<file path="config.mk">
export PLATFORM = sky130hd
export DESIGN_NAME = and_driver_flat
export DESIGN_NICKNAME = d
export VERILOG_FILES = /design/src/rtl/and_driver_if.sv /design/src/rtl/and_driver.sv /design/src/flat_wrapper.sv
export SDC_FILE = /design/constraint.sdc
export NUM_CORES = 1
export LEC_CHECK = 0
export CORE_MARGIN = 1.5
export CORE_UTILIZATION = 28
export DETAILED_ROUTE_END_ITERATION = 16
export PLACE_DENSITY = 0.53
export REMOVE_ABC_BUFFERS = 1
export SYNTH_ARGS = -nofsm -noshare
export SYNTH_HDL_FRONTEND = slang
export SYNTH_SLANG_ARGS = --single-unit
</file>
<file path="constraint.sdc">
create_clock -name clk -period 2 [get_ports clk]
set_clock_uncertainty 0.05 [all_clocks]
set_input_delay 0.4 -clock clk [delete_from_list [all_inputs] [get_ports clk]]
set_output_delay 0.4 -clock clk [all_outputs]
set_load 0.01 [all_outputs]
</file>
<file path="src/rtl/and_driver_if.sv">
// Bus between the masking driver and a 3-share AND responder.
// The driver owns shares, randomness and enable; the responder returns result shares and done.
interface and_driver_if;
    logic [0:2] and_a;
    logic [0:2] and_b;
    logic [0:2] and_rin;
    logic       and_enable;
    logic [0:2] and_out;
    logic       and_done;

    modport master (
        output and_a,
        output and_b,
        output and_rin,
        output and_enable,
        input  and_out,
        input  and_done
    );

    modport slave (
        input  and_a,
        input  and_b,
        input  and_rin,
        input  and_enable,
        output and_out,
        output and_done
    );
endinterface

</file>
<file path="src/rtl/and_driver.sv">
// Splits two plain bits into 3-share masked operands, runs one AND on the responder,
// and recombines the result shares; a free-running LFSR supplies the masks.
module and_driver #(
    parameter logic [15:0] SEED    = 16'hACE1,
    parameter int          TIMEOUT = 15
) (
    input  logic            clk,
    input  logic            rst,
    input  logic            start,
    input  logic            a,
    input  logic            b,
    and_driver_if.master    bus,
    output logic            busy,
    output logic            result,
    output logic            result_valid,
    output logic            error
);

    localparam int CNT_W = (TIMEOUT < 2) ? 1 : $clog2(TIMEOUT + 1);

    localparam logic [1:0] IDLE   = 2'd0;
    localparam logic [1:0] SETTLE = 2'd1;
    localparam logic [1:0] RUN    = 2'd2;
    localparam logic [1:0] FINISH = 2'd3;

    logic [1:0]       state;
    logic [15:0]      lfsr;
    logic             settle_cnt;
    logic [CNT_W-1:0] run_cnt;

    // x^16+x^14+x^13+x^11+1, shifting toward the MSB with feedback into bit 0.
    function automatic logic [15:0] lfsr_next(input logic [15:0] s);
        return {s[14:0], s[15] ^ s[13] ^ s[12] ^ s[10]};
    endfunction

    function automatic logic unmask(input logic [0:2] s);
        return s[0] ^ s[1] ^ s[2];
    endfunction

    always_ff @(posedge clk or posedge rst) begin
        if (rst) begin
            lfsr <= SEED;
        end else begin
            lfsr <= lfsr_next(lfsr);
        end
    end

    always_ff @(posedge clk or posedge rst) begin
        if (rst) begin
            state          <= IDLE;
            settle_cnt     <= 1'b0;
            run_cnt        <= '0;
            bus.and_a      <= 3'b000;
            bus.and_b      <= 3'b000;
            bus.and_rin    <= 3'b000;
            bus.and_enable <= 1'b0;
            busy           <= 1'b0;
            result         <= 1'b0;
            result_valid   <= 1'b0;
            error          <= 1'b0;
        end else begin
            result_valid <= 1'b0;
            error        <= 1'b0;
            case (state)
                IDLE: begin
                    if (start) begin
                        // The third share is the only place the plain operand appears, and it is masked.
                        bus.and_a   <= {lfsr[0], lfsr[1], a ^ lfsr[0] ^ lfsr[1]};
                        bus.and_b   <= {lfsr[2], lfsr[3], b ^ lfsr[2] ^ lfsr[3]};
                        bus.and_rin <= {lfsr[4], lfsr[5], lfsr[6]};
                        settle_cnt  <= 1'b0;
                        busy        <= 1'b1;
                        state       <= SETTLE;
                    end
                end
                SETTLE: begin
                    // Two quiet cycles let the responder pipeline fill before enable rises.
                    if (settle_cnt) begin
                        bus.and_enable <= 1'b1;
                        run_cnt        <= '0;
                        state          <= RUN;
                    end else begin
                        settle_cnt <= 1'b1;
                    end
                end
                RUN: begin
                    if (bus.and_done) begin
                        result         <= unmask(bus.and_out);
                        result_valid   <= 1'b1;
                        bus.and_enable <= 1'b0;
                        bus.and_a      <= 3'b000;
                        bus.and_b      <= 3'b000;
                        bus.and_rin    <= 3'b000;
                        state          <= FINISH;
                    end else if (run_cnt == CNT_W'(TIMEOUT)) begin
                        error          <= 1'b1;
                        bus.and_enable <= 1'b0;
                        bus.and_a      <= 3'b000;
                        bus.and_b      <= 3'b000;
                        bus.and_rin    <= 3'b000;
                        state          <= FINISH;
                    end else begin
                        run_cnt <= run_cnt + CNT_W'(1);
                    end
                end
                default: begin
                    busy  <= 1'b0;
                    state <= IDLE;
                end
            endcase
        end
    end

endmodule

</file>
<file path="src/flat_wrapper.sv">
// flat-port wrapper written by rule: the top's interface ports become plain ports
module and_driver_flat 
#(
    parameter logic [15:0] SEED    = 16'hACE1,
    parameter int          TIMEOUT = 15
)
  (clk, rst, start, a, b, busy, result, result_valid, error, bus_and_a, bus_and_b, bus_and_rin, bus_and_enable, bus_and_out, bus_and_done);
  and_driver_if bus_i ();
  input  logic clk;
  input  logic rst;
  input  logic start;
  input  logic a;
  input  logic b;
  output logic busy;
  output logic result;
  output logic result_valid;
  output logic error;
  output wire logic [$bits(bus_i.and_a)-1:0] bus_and_a;
  output wire logic [$bits(bus_i.and_b)-1:0] bus_and_b;
  output wire logic [$bits(bus_i.and_rin)-1:0] bus_and_rin;
  output wire logic [$bits(bus_i.and_enable)-1:0] bus_and_enable;
  input wire logic [$bits(bus_i.and_out)-1:0] bus_and_out;
  input wire logic [$bits(bus_i.and_done)-1:0] bus_and_done;
  assign bus_and_a = bus_i.and_a;
  assign bus_and_b = bus_i.and_b;
  assign bus_and_rin = bus_i.and_rin;
  assign bus_and_enable = bus_i.and_enable;
  assign bus_i.and_out = bus_and_out;
  assign bus_i.and_done = bus_and_done;
  and_driver #(.SEED(SEED), .TIMEOUT(TIMEOUT)) u_core (.clk(clk), .rst(rst), .start(start), .a(a), .b(b), .bus(bus_i), .busy(busy), .result(result), .result_valid(result_valid), .error(error));
endmodule
</file>
### Word level (Yosys, flattened, before mapping)

Cells that the tools add are included.

* register bits: 37
* word-level logic and storage cells: 73

* $add $sub $neg: 1
* equality and inequality tests: 8
* muxes and demuxes: 30
* bitwise logic cells: 10
* reductions and logical operators: 12

Operators by type and width (count)
* $pmux W3 S2: 3
* $mux W3: 5
* $mux W4: 3
* $mux W1: 10
* $reduce_and A3 Y1: 3
* $xor A1 B1 Y1: 9
* $mux W2: 4
* $pmux W4 S2: 1
* $ne A2 B2 Y1 const B: 3
* $pmux W1 S2: 3
* $pmux W2 S3: 1
* $reduce_and A2 Y1: 3
* $reduce_bool A2 Y1: 3
* $add A4 B1 Y4 const B: 1
* $eq A4 B4 Y1 const B: 1
* $reduce_and A4 Y1: 1
* $ne A3 B2 Y1 const B: 1
* $eq A2 B1 Y1 const B: 1
* $eq A2 B2 Y1 const B: 1
* $logic_not A2 Y1: 1
* $ne A2 B1 Y1 const B: 1
* $reduce_or A2 Y1: 1
* $not A1 Y1: 1

### Logic depth before layout (Yosys ltp)

Gate-level depths: netlist of the first run.

* word-level depth: 4
* mapped depth: 5
* gate-level depth less buffers: 5

### Worst setup path before layout of the first run

OpenSTA, ideal clock, no wires.

* kind: reg-to-reg
* from: register u_core.state[0]
* to: register u_core.bus.and_a[0]
* arrival time: 1.477 ns
* required time: 1.825 ns
* slack: 0.348 ns
* stages on the path, launching flop included: 6
* clock period less this slack: 1.652 ns
* cells stage by stage: dfrtp_1 -> inv_1 -> ha_1 -> and2b_4 -> a21oi_4 -> mux2_2

* cells in the longest elaborated chain, start to end: 3

RTL lines
* from (decl): line and_driver.sv:26 `logic [1:0] state;`
* from (signal assigned): line and_driver.sv:50 `state <= IDLE;`
* from (signal assigned): line and_driver.sv:73 `state <= SETTLE;`
* from (signal assigned): line and_driver.sv:81 `state <= RUN;`
* $eq A2 B2 Y1 / $logic_not A2 Y1 (equally long branches): line and_driver.sv:64 `case (state)`
* $ne A3 B2 Y1 (no line) (tied with other cells)
* $reduce_and A3 Y1 (no line)
* to (signal assigned): line and_driver.sv:68 `bus.and_a <= {lfsr[0], lfsr[1], a ^ lfsr[0] ^ lfsr[1]};`
* to (decl): line and_driver_if.sv:12 `output and_a,`

Several ways; a longest one is shown, not always the timed one.
A chain may end at the register's enable or synchronous reset.

### Final worst setup path of the first run

* from: register u_core.state[0]
* to: register u_core.bus.and_b[2]

* cells in the longest elaborated chain, start to end: 3

RTL lines
* $eq A2 B2 Y1 / $logic_not A2 Y1 (equally long branches): line and_driver.sv:64
* $ne A3 B2 Y1 (no line) (tied with other cells)
* $reduce_and A3 Y1 (no line)
* to (signal assigned): line and_driver.sv:69 `bus.and_b <= {lfsr[2], lfsr[3], b ^ lfsr[2] ^ lfsr[3]};`
* to (decl): line and_driver_if.sv:13 `output and_b,`

Several ways; a longest one is shown, not always the timed one.

==> results of run 1 <==
metrics by stage:
stage | hold slack (ps) | setup TNS [ps] | util [%] | setup WS (ps)
2_1_floorplan | 281 | 0 | - | 251
3_3_place_gp | 288 | 0 | 35.2 | 18.0
3_5_place_dp | 290 | -36.6 | 35.2 | -13.7
4_1_cts | 309 | 0 | 37.1 | 138
5_1_grt | 314 | 0 | 37.1 | 3.32
6_report | 304 | 0 | 37.1 | 196
state kept, by name, summed over array words and instances (netlist names):
signal	cells
u_core.result	1
u_core.bus.and_b	3
u_core.state	2
u_core.settle_cnt	1
u_core.bus.and_enable	1
u_core.run_cnt	4
u_core.busy	1
u_core.result_valid	1
u_core.error	1
u_core.lfsr	16
u_core.bus.and_rin	3
u_core.bus.and_a	3
logic make-up (layout without fill, tap and decap cells):
family,count (synthesis),in the layout,synth area share [%]
mux,14,14,9.74
compound gates,11,11,6.57
fa+ha+maj,6,6,4.75
xor+xnor,7,7,5.62
simple gates,32,32,12.0
buf+inv,9,43,2.14
flops,37,37,59.2
cell type report:
cell class	instances	area [um^2]
fillers	549	3440
flip-flops and latches	37	936
multi-input cells	70	611
repair buffers	27	258
clock buffers	7	96.3
well taps	72	90.1
inverters	8	30.0
clock inverters	1	8.76
synth_stat cells:
cell type  instances
dfrtp_1           29
mux2_2            11
nor2b_1            9
dfstp_2            8
inv_1              8
ha_1               6
nand2_1            5
and3_1             3
mux2i_1            3
nand2b_1           3
nor2_1             3
xnor2_1            3
and2b_1            2
nand3_1            2
nand4_1            2
o21ai_0            2
o22a_1             2
xnor3_1            2
xor2_1             2
a21oi_4            1
a221o_1            1
a221oi_2           1
a41o_1             1
and2b_4            1
clkbuf_1           1
nand3_2            1
nor3b_1            1
o211ai_1           1
o311ai_0           1
o32ai_1            1
metal layers:
metal	global-route usage (%)	vias to the layer above	wire, um	share of wire (%)
li1	-	462	-	-
met1	13.8	482	1350	48
met2	15.6	21	1270	45
met3	3.02	5	142	5.0
met4	5.89	0	54	1.9
met5	0	-	0	0
power breakdown:
| group | internal, uW | total [uW] | switching, uW |
|---|---|---|---|
| clock network | 318 | 583 | 265 |
| registers | 855 | 931 | 76.2 |
| logic | 475 | 927 | 452 |
| total | 1650 | 2440 | 793 |
worst max-delay path by stage:
stage                               start             endpoint  slack, ps  cells past startpoint
after global placement       bus_and_done  u_core.bus.and_b[0]         20                      4
after detailed placement     bus_and_done  u_core.bus.and_b[2]        -10                      4
final                     u_core.state[0]  u_core.bus.and_b[2]        200                      5
after global routing      u_core.state[0]  u_core.bus.and_a[1]          3                      5
after floorplan           u_core.state[0]  u_core.bus.and_a[0]        250                      5
after CTS                 u_core.state[0]  u_core.bus.and_b[2]        140                      5
==> impl_metrics.tcl, run 1 <==
set metrics [dict create \
    grt_usage_pct 10.5 \
    min_path_type "register to register" \
    grt_overflow 0 \
    syn2layout_area_growth_pct 28.4 \
    clk_pin_slew_ps 80 \
    cts_buffers 5 \
    maxSlewViolCount 0 \
    synth.top_cells.by_area "dfrtp_1 46%, dfstp_2 13%, mux2_2 7.8%" \
    synth_cells 116 \
    io_pins 23 \
    synth_top_area_share_pct 45.9 \
    ctsHtreeMaxLevel 2 \
    core-area_um2 5470 \
    cts.sinks 37 \
    hold_viol_final 0 \
    crit_family "multiplexers" \
    cts_resized 0 \
    detail_route.first_pass.iterations 4 \
    initial_core_util_pct 28.9 \
    total_power_uw 2440 \
    die_h_um 78.1 \
    critPathMaxFanout 9 \
    hold_depth 0 \
    synthesis.area_um2 1580 \
    synth_cell_types 30 \
    postPlaceCellArea_um2 1920 \
    whs_endpoint "u_core.lfsr[10]" \
    ys_ff_latch 37 \
    first_iter_violations 31 \
    min_from "u_core.lfsr[9]" \
    clock_latency_ps 290 \
    post_cts_buffers 0 \
    final_cell_area_um2 2030 \
    grt_antenna_before_repair 0 \
    clock.fmax_ghz 0.554 \
    crit_buf_inv 1 \
    io_buffers 22 \
    clock_tree.root_cell "clkbuf_8" \
    worstPathRequired_ps 2130 \
    yosysWarnings 0 \
    path_class "register to register" \
    crit_path_end_kind "register" \
    dp.cells 214 \
    drive_gt1_share_pct 24.0 \
    layout_common_cells "29 x dfrtp_1, 22 x clkdlybuf4s50_1, 11 x mux2_2" \
    die_width_um 78.1 \
    num-nets-final 164 \
    rsz0062_at_grt "no" \
    fin_crit_sh_pct 90.2 \
    reg2reg_to "u_core.bus.and_b[2]" \
    synth_area_leader_cell "dfrtp_1" \
    status "completed" \
    layout_commonest_cell "dfrtp_1" \
    startpoint_type "register" \
    ff2ff_path_depth 5 \
    drc 0 \
    ant_nets 0 \
    cts_buffer_depth 2 \
    first_global_vias 997 \
    syn_avg_cell_area_um2 13.6 \
    vias_per_cell 4.37 \
    path_cells "inv_1 > ha_1 > mux2i_1 > a21oi_4 > mux2_2" \
    seq_area_frac_synth_pct 59.2 \
    hold_buffers 0 \
    cp_slowest_stage_delay_ps 400 \
    powerDensity_nw_per_um2 1200 \
    finalCriticalPeriod_ps 1800 \
    cp_slowest_cell "dfrtp_1" \
    stdcell_count 222 \
    dp_hpwl_um 2050 \
    arrival_ps 1930 \
    die-area_um2 6100 \
    num_vias 970 \
    antenna_cells 0 \
    grt_pass1_wl_um 4840 \
    setup_viol_count_final 0 \
    p_leak_uw 0.000941 \
    r2r_slack_ps 200 \
    cap_viol_max_count 0 \
    vdd_ir_drop_max_v 0.000459 \
    post_drt_wl_per_cell_um 12.7 \
    cts_tree "built" \
    fp-row-count 27 \
    grt_max_degree 38 \
    tightest_slew_ps 458 \
    place_congestion 0.717 \
    wl_um 2810 \
    reg2reg_from "u_core.state[0]" \
    maxSlewHeadroom_pct 69.5 \
]
(Power assumes the default switching activity.)
==> run 2: changes to the inputs <==
- CTS_BUF_LIST: unset -> sky130_fd_sc_hd__clkbuf_8
==> results of run 2 <==
Same layout as run 1: the final DEF is identical, and so are final timing and power.
==> run 3: changes to the inputs <==
- SETUP_SLACK_MARGIN: unset -> 0.15
==> run 3 against run 2 <==
Against the previous run: register-to-register slack better by 50 ps; worst hold slack is the same; sequential power barely moved; count of clock-buffer cells in the layout stayed put; sequential cell count is the same; die area unchanged; critical endpoint unchanged; highest routed layer unchanged.
==> impl_metrics.tcl, run 3 (synthesized netlist as in run 1, its figures left out) <==
set metrics [dict create \
    status "completed" \
    ff2ff_path_depth 6 \
    clock_tree.root_cell "clkbuf_8" \
    cts_tree "built" \
    first_iter_violations 31 \
    fp-row-count 27 \
    num_vias 982 \
    dp.cells 214 \
    postPlaceCellArea_um2 1920 \
    clock_latency_ps 290 \
    path_depth 6 \
    crit_family "multiplexers" \
    setup_viol_count_final 0 \
    drive_gt1_share_pct 25.8 \
    arrival_ps 1880 \
    ctsHtreeMaxLevel 2 \
    cp_slowest_cell "dfrtp_1" \
    clkPwrFrac_pct 23.0 \
    rsz0062_at_grt "no" \
    sw_frac_of_total_pct 32.2 \
    layout_setup_ws_ps 245 \
    grt_antenna_before_repair 0 \
    finalCriticalPeriod_ps 1760 \
    worstPathRequired_ps 2130 \
    core-area_um2 5470 \
    fin_crit_sh_pct 87.8 \
    hold_depth 0 \
    place_congestion 0.717 \
    min_path_type "register to register" \
    path_cells "inv_1 > ha_1 > mux2i_2 > a21oi_4 > buf_12 > mux2_2" \
    path_class "register to register" \
    powerDensity_nw_per_um2 1230 \
    startpoint_type "register" \
    hold_viol_final 0 \
    power_switching_uw 813 \
    ant_nets 0 \
    vdd_ir_drop_max_v 0.000459 \
    crit_buf_inv 2 \
    post_drt_wl_per_cell_um 12.7 \
    initial_core_util_pct 28.9 \
    setup-tns-final_ps 0 \
    clk_pin_slew_ps 70 \
    io_pins 23 \
    final_core_util_pct 37.6 \
    grt_max_degree 38 \
    antenna_cells 0 \
    p_leak_uw 0.000948 \
    regArea_um2 936 \
    grt_usage_pct 10.6 \
    largest_reg_flops 16 \
    stdcell_count 223 \
    detail_route.first_pass.iterations 4 \
    hold_buffers 0 \
    layout_commonest_cell "dfrtp_1" \
    syn2layout_area_growth_pct 30.1 \
    regMostFlops "u_core.lfsr" \
    vias_per_cell 4.40 \
    cp_slowest_stage_delay_ps 400 \
    num-nets-final 165 \
    clock.fmax_ghz 0.570 \
    maxSlewHeadroom_pct 69.4 \
    post-place-ws_ps -13.7 \
    tightest_slew_ps 459 \
    io_buffers 22 \
    grt_overflow 0 \
    multi_input_area_um2 617 \
    critPathMaxFanout 9 \
    die-area_um2 6100 \
    cts_buffers 5 \
    crit_path_end_kind "register" \
    comb_power_share_pct 40.1 \
    dp_hpwl_um 2050 \
    die_h_um 78.1 \
    final_cell_area_um2 2060 \
    drc 0 \
    p_int_uw 1710 \
    cts.sinks 37 \
    fill_cells 547 \
    reg_top3 "u_core.lfsr: 16 flops, u_core.run_cnt: 4 flops" \
    cap_viol_max_count 0 \
    maxSlewViolCount 0 \
    die_width_um 78.1 \
    seqPwrFrac_pct 36.9 \
    first_global_vias 1003 \
    grt_pass1_wl_um 4880 \
    wl_um 2840 \
    layout_common_cells "29 x dfrtp_1, 22 x clkdlybuf4s50_1, 11 x mux2_2" \
    cts_buffer_depth 2 \
]
[run 3: changes by cell type in the layout (fill, tap and decap cells not counted)]
cell	change
buf_12	+1
ha_1	-1
ha_2	+1
mux2i_1	-1
mux2i_2	+1
[run 3: path summary, 6_finish.rpt]
path | startpoint | endpoint | slack (ps)
setup / recovery | u_core.state[0] | u_core.bus.and_b[2] | 240
hold / removal | u_core.lfsr[9] | u_core.lfsr[10] | 300
setup reg to reg | u_core.state[0] | u_core.bus.and_b[2] | 240
hold reg to reg | u_core.lfsr[9] | u_core.lfsr[10] | 300
max in group asynchronous | rst | u_core.lfsr[5] | 1090
min in group asynchronous | rst | u_core.lfsr[9] | 460
[run 3: per-layer routing]
layer	wire length (um)	global-route usage, %	vias to the layer above
met5	0	0	-
met4	54	5.89	0
met3	141	3.02	5
met2	1290	15.9	22
met1	1350	13.8	491
li1	-	-	464
[run 3: worst register-to-register path, cell delays in order (launching register included)]
cell,delay (ps)
dfrtp_1,400
inv_1,130
ha_1,270
mux2i_2,320
a21oi_4,60
buf_12,150
mux2_2,270
[run 3: final cells by class]
| class | count | area share, % |
|---|---|---|
| Clock buffer | 7 | 4.69 |
| Inverter | 8 | 1.46 |
| Tap cell | 72 | 4.38 |
| Clock inverter | 1 | 0.426 |
| Sequential cell | 37 | 45.5 |
| Timing Repair Buffer | 28 | 13.5 |
| Multi-Input combinational cell | 70 | 30.0 |
[run 3: power by group through the flow]
stage	clock network (uW)	logic (uW)	registers, uW
after floorplan	0	598	954
final	581	1010	931
after CTS	604	1010	933
after global placement	0	928	938
after global routing	639	1110	948
after detailed placement	0	948	948
[run 3: what timing repair did]
item                                    4_1_cts  5_1_grt
hold endpoints to repair                      0        0
pin swaps                                     0        0
buffers inserted                              1        0
resized for setup                             0        2
endpoints found under the setup margin        9       11
[run 3: per-stage QoR]
| step | hold WS (ps) | total power [uW] |
|---|---|---|
| after floorplan | 281 | 1550 |
| after global placement | 288 | 1870 |
| after detailed placement | 290 | 1900 |
| after CTS | 309 | 2550 |
| after global routing | 314 | 2700 |
| final | 304 | 2520 |
